## src/rtl/result_packer.sv

```systemverilog
// Drains FP24 results from the result FIFO, widens them to FP32 and packs LANES per
// output word on a valid/ready stream; the final partial word is zero-padded.
//   state  | meaning
//   IDLE   | waiting for i_start
//   RUN    | issuing reads and packing lanes
//   LAST   | all results landed; flushing the final word
//   DONE   | one-cycle completion pulse
module result_packer #(
    parameter int OUT_WIDTH = 256,
    parameter int LANES     = 8,
    parameter int CNT_WIDTH = 16
) (
    input  logic                 i_clk,
    input  logic                 i_reset,
    input  logic                 i_start,
    input  logic [CNT_WIDTH-1:0] i_expected_count,
    output logic                 o_busy,
    output logic                 o_done,
    input  logic [23:0]          i_fifo_rdata,
    input  logic                 i_fifo_empty,
    output logic                 o_fifo_ren,
    output logic [OUT_WIDTH-1:0] o_data,
    output logic                 o_valid,
    output logic                 o_last,
    input  logic                 i_ready,
    output logic [CNT_WIDTH-1:0] o_result_count,
    output logic [CNT_WIDTH-1:0] o_word_count
);
    localparam int LANE_W = $clog2(LANES);
    localparam int FILL_W = LANE_W + 1;
    localparam logic [FILL_W-1:0] LANES_F = FILL_W'(LANES);

    typedef enum logic [1:0] {S_IDLE, S_RUN, S_LAST, S_DONE} state_t;

    state_t               r_state, w_state_next;
    logic [CNT_WIDTH-1:0] r_expected, r_requested, r_received, r_word_count;
    logic [CNT_WIDTH-1:0] w_received_next;
    logic [FILL_W-1:0]    r_fill, w_lanes;
    logic                 r_inflight;
    logic [OUT_WIDTH-1:0] r_pack, w_pack_merged, r_out_data;
    logic                 r_out_valid, r_out_last;
    logic [31:0]          w_conv;
    logic                 w_start, w_xfer, w_form, w_move, w_ren, w_last_word;

    // FP24 sign/exponent line up with FP32; the mantissa just gains 8 zero LSBs
    assign w_conv          = {i_fifo_rdata, 8'h00};
    assign w_start         = (r_state == S_IDLE) && i_start;
    assign w_xfer          = r_out_valid && i_ready;
    assign w_lanes         = r_fill + FILL_W'(r_inflight);
    assign w_received_next = r_received + CNT_WIDTH'(r_inflight);

    // Landing data is merged combinationally so the word can leave in its landing cycle
    always_comb begin
        w_pack_merged = r_pack;
        if (r_inflight) begin
            w_pack_merged[32*r_fill[LANE_W-1:0] +: 32] = w_conv;
        end
    end

    assign w_form      = ((r_state == S_RUN) && (w_lanes == LANES_F)) ||
                         ((r_state == S_LAST) && (r_fill != '0));
    assign w_move      = w_form && (!r_out_valid || i_ready);
    assign w_last_word = (r_state == S_LAST) || (w_received_next == r_expected);
    assign w_ren       = (r_state == S_RUN) && !i_fifo_empty &&
                         (r_requested < r_expected) &&
                         ((w_lanes < LANES_F) || w_move);

    always_comb begin
        w_state_next = r_state;
        case (r_state)
            S_IDLE: if (i_start) w_state_next = (i_expected_count == '0) ? S_DONE : S_RUN;
            S_RUN:  if (w_received_next == r_expected) w_state_next = S_LAST;
            S_LAST: if (w_xfer && r_out_last) w_state_next = S_DONE;
            S_DONE: w_state_next = S_IDLE;
            default: w_state_next = S_IDLE;
        endcase
    end

    always_ff @(posedge i_clk) begin
        if (i_reset) begin
            r_state      <= S_IDLE;
            r_expected   <= '0;
            r_requested  <= '0;
            r_received   <= '0;
            r_word_count <= '0;
            r_fill       <= '0;
            r_inflight   <= 1'b0;
            r_pack       <= '0;
            r_out_data   <= '0;
            r_out_valid  <= 1'b0;
            r_out_last   <= 1'b0;
        end else begin
            r_state    <= w_state_next;
            r_inflight <= w_ren;
            if (w_start) begin
                r_expected   <= i_expected_count;
                r_requested  <= '0;
                r_received   <= '0;
                r_word_count <= '0;
                r_fill       <= '0;
                r_pack       <= '0;
            end else begin
                if (w_ren)  r_requested  <= r_requested + 1'b1;
                if (w_xfer) r_word_count <= r_word_count + 1'b1;
                r_received <= w_received_next;
                if (w_move) begin
                    r_fill <= '0;
                    r_pack <= '0;
                end else begin
                    r_fill <= w_lanes;
                    r_pack <= w_pack_merged;
                end
            end
            if (w_move) begin
                r_out_data  <= w_pack_merged;
                r_out_valid <= 1'b1;
                r_out_last  <= w_last_word;
            end else if (w_xfer) begin
                r_out_valid <= 1'b0;
                r_out_last  <= 1'b0;
            end
        end
    end

    // A zero-length job is busy only during its DONE cycle
    assign o_busy         = (r_state == S_RUN) || (r_state == S_LAST) ||
                            ((r_state == S_DONE) && (r_expected == '0));
    assign o_done         = (r_state == S_DONE);
    assign o_fifo_ren     = w_ren;
    assign o_data         = r_out_data;
    assign o_valid        = r_out_valid;
    assign o_last         = r_out_last;
    assign o_result_count = r_received;
    assign o_word_count   = r_word_count;
endmodule

```

## config.mk

```make
export PLATFORM = sky130hd
export DESIGN_NAME = result_packer
export DESIGN_NICKNAME = d
export VERILOG_FILES = /design/src/rtl/result_packer.sv
export SDC_FILE = /design/constraint.sdc
export NUM_CORES = 1
export LEC_CHECK = 0
export BUFFER_PORTS_ARGS = -buffer_cell sky130_fd_sc_hd__clkbuf_2
export CAP_MARGIN = 20
export CORE_MARGIN = 5
export CORE_UTILIZATION = 56
export DETAILED_ROUTE_END_ITERATION = 12
export GPL_TIMING_DRIVEN = 1
export PLACE_DENSITY = 0.78
export SLEW_MARGIN = 20
export SYNTH_ARGS = -nofsm -noshare
export SYNTH_HDL_FRONTEND = slang
export SYNTH_SLANG_ARGS = --single-unit
export TNS_END_PERCENT = 1
```

## constraint.sdc

```tcl
create_clock -name i_clk -period 3.13 [get_ports i_clk]
set_input_delay 0.313 -clock i_clk [delete_from_list [all_inputs] [get_ports i_clk]]
set_output_delay 0.313 -clock i_clk [all_outputs]
set_load 0.005 [all_outputs]
```

==> run metrics, run 1 <==
Synth cell types 56; hold_ws 131 ps; Worst Setup End Kind primary output; DP HPWL 38,400 um; Worst Hold Depth 4; CP most frequent cell inv_1; setup ws final 86.8 ps; Tcrit/Tclk final 0.972; final core utilization 0.675; max-cap violations 0; Final Slew Violations 0; Antenna Nets Post-Route 0; Synth area leaders dfxtp_1 (55%), mux2i_1 (8.4%), nor2_1 (8.0%), a211oi_1 (7.0%), a21oi_1 (2.8%); full die area 41,700 um^2; area of the mapped netlist 21,100 um^2; Synthesized Nets 2,305; fin area 25,300 um^2; Post-synth EDFFs 0; Critical Path Start Type register; Mapped Cells 2,232; most common flop cell mapped by yosys dfxtp_1; total track usage 0.271; CP required 2820 ps; async set or reset register ratio after synthesis 0; VDD IR-drop max 0.000466 V; CTS buffer count 55; initial antenna violation count 0; routed vias 17,200; wire length on met1 24,700 um; Place WS 380 ps; layout cells sized above 1 0.195; critical path, cell by cell inv_1, ha_1, a21o_1, a211oi_1, o21a_1, o31ai_2, a21o_4, inv_1, clkbuf_2; met3 WL post-DR 5060 um; type of the worst setup path reg2out; DRT Pass-1 Iters 5; I/O pins 338; Vias/cell 5.64; Final nets 2,568; met2 routed WL 27,200 um; drc violations 0; FMAX 329 MHz; TritonCTS clock tree done; Starting Density 0.564; highest routed layer met4; Die Height 204 um; placed cell area 23,300 um^2; vias in the first global route 16,200; Final Setup Violations 0; most common library cells after synthesis dfxtp_1 (585), nor2_1 (453), a211oi_1 (196); fillers 2,957; wire per inst 19.4 um; Critical Path AT 2730 ps; status completed; largest net degree at the start of global routing 101; worst-case clock buffer depth 3; Yosys top cell area share 0.554; Port Buf Inserts 337; relative max-transition margin 0.286; drt total wl 59,200 um; path depth of the worst reg2reg path 10; crit path time final 3040 ps; Clock Pin Slew Worst Setup and Hold Paths 60 ps; Synth Area per Inst 9.47 um^2; leak pwr 11.1 nW; slowest stage cell, crit path dfxtp_1; pwr dens 626 nW/um^2; row count 71; clk root buf clkbuf_16; synth-to-layout area growth 19.7%; Synth area leader dfxtp_1; Tightest Hold Check Type in2reg; Fin. Hold Viols 0; CP max FO 4; slew at the pin closest to its max-slew limit 1070 ps; Final Skew 25.1 ps; 1st-iter DRT viols 1,383; first-pass GRT wire length 90,400 um; H-tree levels 2; Synth warnings 0; Yosys reg bits 585; count leader, synth dfxtp_1; GRT overflow 0; RePlAce Congestion 0.922; CORE AREA 37,500 um^2; critical path's largest stage delay 390 ps; clock latency on the worst-skew pair 610 ps; Sink Count 585; sequential cell area fraction in the yosys report 0.554; Die W 204 um
## routing by layer
layer  vias to the layer above  global-route usage
li1                       8231                   -
met1                      8195               0.354
met2                       632               0.434
met3                       141              0.0703
met4                         0               0.105
met5                         -                   0
## cell usage in the layout, fill, tap and decap left out, types with 11 or more instances in the layout
cell,n
dlygate4sd3_1,16
xnor2_1,25
and3_1,74
dfxtp_1,582
buf_12,18
a211oi_1,196
clkbuf_2,336
clkinv_2,13
clkbuf_16,55
nand3_1,83
inv_1,28
clkbuf_8,11
nand4_1,16
buf_4,22
nor2_1,451
xor2_1,19
mux2i_1,177
ha_1,28
nand2_1,130
a21oi_1,118
## through the flow
| step | total power [mW] | std cells | TNS (ps) |
|---|---|---|---|
| floorplan | 8.70 | 2232 | 0 |
| global placement | 9.20 | 2931 | 0 |
| detailed placement | 9.24 | 2931 | 0 |
| CTS | 15.9 | 3045 | 0 |
| global route | 16.4 | 3047 | -14.3 |
| finish | 15.8 | 3048 | 0 |
## state kept, by name, summed over array words and instances (netlist names)
signal / cells
o_data: 256
r_state: 2
o_word_count: 16
r_requested: 16
r_inflight: 1
r_fill: 4
r_expected: 16
r_pack: 256
o_result_count: 16
o_valid: 1
o_last: 1
## logic make-up (layout without fill, tap and decap cells)
logic type      count (synthesis)  in the layout  synth area share
mux                           177            177            0.0838
simple gates                  823            823             0.172
buf+inv                       216            519            0.0410
flops                         585            585             0.554
other cells                     0              1                 0
compound gates                359            360             0.115
fa+ha+maj                      28             28            0.0166
xor+xnor                       44             44            0.0182
## power by group
group          internal, mW  switching [mW]
registers              7.57           0.114
logic                 0.508           0.982
clock network          3.83            2.82
total                  11.9            3.92
## final cells by class
cell class                      instances  area (um^2)  area share
Multi-Input combinational cell       1432         8620       0.341
Clock inverter                         24          269      0.0106
Inverter                               28          105     0.00416
Sequential cell                       585        11700       0.463
Timing Repair Buffer                  393         2380      0.0942
Antenna cell                            1         2.50   0.0000989
Tap cell                              511          639      0.0253
Clock buffer                           74         1560      0.0616
## timing repair
item                                   CTS  global route
setup buffers                            0             1
setup endpoints to repair                1             1
cloned                                   0             1
endpoints found under the hold margin   16             0
hold buffers                            16             0
pin swaps                                0             0
gates resized for setup                  2             6
## critical path: cells and delay by family (launching register included)
kind	cells	cell delay [ps]
buffers and inverters	3	370
adders and majority gates	1	330
DFF	1	390
AOI/OAI and AO/OA	5	1030
## final timing paths
check	start	to	slack [ps]
worst max-delay path	r_expected[9]	o_fifo_ren	90
worst min-delay path	i_ready	o_valid	130
worst max register to register	r_expected[9]	r_requested[11]	400
worst min register to register	o_data[162]	o_data[162]	460
Note: power is estimated with default switching activity, not from simulation.
==> run 2, diff against run 1 <==
--- a/config.mk
+++ b/config.mk
@@ -5,6 +5,7 @@
 export SDC_FILE = /design/constraint.sdc
 export NUM_CORES = 1
 export LEC_CHECK = 0
+export ABC_AREA = 1
 export BUFFER_PORTS_ARGS = -buffer_cell sky130_fd_sc_hd__clkbuf_2
 export CAP_MARGIN = 20
 export CORE_MARGIN = 5
==> run 2 against run 1 <==
Clock power is 2% higher. Clock-buffer cell count is 8 higher. Combinational power is 8% higher. Total power is 2.0% higher.
==> run metrics, run 2 <==
status completed; Tcrit/Tclk final 0.975 (+0.00278); area of the mapped netlist 21,200 um^2 (+0.44%); DRT Pass-1 Iters 5 (unchanged); first-pass GRT wire length 95,400 um (+5.5%); Die W 205 um (+0.21%); Final Skew 20.1 ps (-5.07 ps); relative max-transition margin 0.304 (+0.0180); Synthesized Nets 2,668 (+16%); Antenna Nets Post-Route 0 (unchanged); TritonCTS clock tree done; switch share 0.254 (+0.00672); CP required 2820 ps (about the same); Final Slew Violations 0 (unchanged); Starting Density 0.565 (+0.00113); Worst Setup End Kind primary output; RePlAce Congestion 0.924 (+0.22%); hold path startpoint i_fifo_rdata[22]; hold_ws 33.2 ps (-97.7 ps); most common flop cell mapped by yosys dfxtp_1; count leader, synth dfxtp_1; CP max FO 18 (+14); largest net degree at the start of global routing 223 (+120%); placed cell area 23,000 um^2 (-1.1%); Tightest Hold Check Type in2reg; path depth of the worst reg2reg path 11 (+1); Port Buf Inserts 337 (unchanged); crit path time final 3050 ps (+8.70 ps); max-cap violations 0 (unchanged); Synth area leader dfxtp_1; Post-synth EDFFs 0 (unchanged); synth-to-layout area growth 17.6%; Fin. Hold Viols 0 (unchanged); Worst Hold Depth 3 (-1); Placed Instances 3,300 (+13%); total track usage 0.286 (+0.0150); GRT overflow 0 (unchanged); async set or reset register ratio after synthesis 0 (unchanged); 1st-iter DRT viols 1,451 (+4.9%); Mapped Cells 2,595 (+16%); reg-to-reg startpoint r_fill[0]; fillers 3,157 (+6.8%); Yosys reg bits 585 (unchanged); Synth cell types 40 (-29%); reg2reg end o_data[21]; slew at the pin closest to its max-slew limit 1040 ps (-26.9 ps); I/O pins 338 (unchanged); VDD IR-drop max 0.000561 V (+20%); row count 71 (unchanged); FMAX 328 MHz (-0.29%); Clock Power Share 0.422 (+0.002); Synth area leaders dfxtp_1 (55%), o21ai_0 (8.3%), nor2_1 (7.5%), a21oi_1 (6.6%), nand2_1 (6.3%); commonest non-fill, non-tap cell in the layout dfxtp_1; CORE AREA 37,600 um^2 (+0.24%); worst-case clock buffer depth 3 (unchanged); commonest cells after routing, fill and taps aside dfxtp_1 (584), nor2_1 (424), nand2_1 (356); leak pwr 9.99 nW (-9.9%); flop2flop setup slack 280 ps (-120 ps); vias in the first global route 17,700 (+8.9%); type of the worst setup path reg2out; Clock Pin Slew Worst Setup and Hold Paths 60 ps (about the same); fin area 25,000 um^2 (-1.3%); hold endpoint r_pack[222]; Flop pwr share 0.478 (-0.008); drt total wl 61,800 um (+4.3%); Net Sw Power 4.11 mW (+4.8%); CTS buffer count 57 (+3.6%); Power Internal 12.0 mW (+1.1%); Critical Path Start Type register; Non-Filler Instances 3,412 (+12%); Critical Path AT 2740 ps (about the same); clock latency on the worst-skew pair 600 ps (about the same); pwr dens 647 nW/um^2 (+3.4%); drc violations 0 (unchanged); DP HPWL 40,800 um (+6.3%); Synth warnings 0 (unchanged); Die Height 205 um (+0.21%); routed vias 18,400 (+7.2%); clk root buf clkbuf_16; Vias/cell 5.40 (-4.3%); wire per inst 18.1 um (-6.8%); initial antenna violation count 5 (+5); most common library cells after synthesis dfxtp_1 (585), nor2_1 (424), nand2_1 (357); H-tree levels 2 (unchanged); Gate power share 0.100 (+0.006); Sink Count 585 (unchanged); Final nets 2,926 (+14%); Yosys top cell area share 0.552 (-0.00242); Final Setup Violations 0 (unchanged); full die area 41,900 um^2 (+0.42%); layout cells sized above 1 0.165 (-0.0297); sequential cell area fraction in the yosys report 0.552 (-0.00242); Synth Area per Inst 8.18 um^2 (-14%); RSZ-0062 raised after global routing yes
-- run 2: per-layer routing --
metal  share of wire  vias up  track usage
li1                -     9121            -
met1            0.41     8572        0.360
met2            0.45      600        0.455
met3           0.087      139       0.0804
met4           0.049        0        0.140
met5               0        -            0
-- run 2: timing repair --
item / 4_1_cts / 5_1_grt
hold buffers: 4 / 0
endpoints found under the setup margin: 1 / 19
buffers inserted: 1 / 0
pin swaps: 1 / 0
resized for setup: 2 / 5
endpoints found under the hold margin: 4 / 0
cloned: 0 / 0
-- run 2: area by class of cell --
| class | count | area, um^2 | share of cell area |
|---|---|---|---|
| multi-input cells | 1687 | 8120 | 0.325 |
| flip-flops and latches | 585 | 11700 | 0.469 |
| diodes | 5 | 12.5 | 0.000501 |
| well taps | 511 | 639 | 0.0256 |
| inverters | 153 | 586 | 0.0235 |
| clock inverters | 20 | 191 | 0.00767 |
| repair buffers | 369 | 2010 | 0.0807 |
| clock buffers | 82 | 1680 | 0.0673 |
-- run 2: stage by stage --
| step | util | setup TNS, ps | setup slack, ps | total power [mW] |
|---|---|---|---|---|
| 2_1_floorplan | - | 0 | 853 | 8.90 |
| 3_3_place_gp | 0.612 | 0 | 287 | 9.41 |
| 3_5_place_dp | 0.612 | 0 | 166 | 9.45 |
| 4_1_cts | 0.663 | 0 | 60.1 | 16.2 |
| 5_1_grt | 0.664 | -52.4 | -52.4 | 16.8 |
| 6_report | 0.664 | 0 | 78.1 | 16.1 |
-- run 2: cells by family after synthesis --
| kind of cell | count (synthesis) | share of synthesized area |
|---|---|---|
| AND/OR/NAND/NOR | 911 | 0.172 |
| AO/OA/AOI/OAI | 726 | 0.183 |
| flip-flops | 585 | 0.552 |
| buffers and inverters | 323 | 0.0673 |
| adder cells (fa/ha/maj) | 28 | 0.0165 |
| XOR/XNOR | 19 | 0.00819 |
| multiplexers | 3 | 0.00147 |
-- run 2: power groups by stage --
| stage | Sequential, mW | Clock (mW) | Combinational, mW |
|---|---|---|---|
| after floorplan | 7.86 | 0 | 1.04 |
| after global placement | 7.87 | 0 | 1.54 |
| after detailed placement | 7.88 | 0 | 1.58 |
| after CTS | 7.72 | 6.90 | 1.59 |
| after global routing | 7.73 | 7.23 | 1.79 |
| final | 7.72 | 6.81 | 1.61 |
-- run 2: how the worst max path moves through the flow --
stage / from / end / slack (ps) / cells past startpoint
3_3_place_gp: r_fill[0] / o_data[12] / 290 / 12
3_5_place_dp: r_fill[0] / o_data[21] / 170 / 12
5_1_grt: r_fill[0] / o_fifo_ren / -50 / 10
4_1_cts: r_fill[0] / o_fifo_ren / 60 / 10
2_1_floorplan: r_fill[0] / o_data[153] / 850 / 12
6_report: r_fill[0] / o_fifo_ren / 80 / 10
-- run 2: worst max-delay path, stage by stage, from the launching register on --
cell and delay (ps):
dfxtp_2 360, ha_1 230, ha_1 300, nor3_1 190
nand3_1 150, a21oi_4 200, inv_2 100, a21oi_4 210
nand2_8 130, inv_2 140, clkbuf_2 130
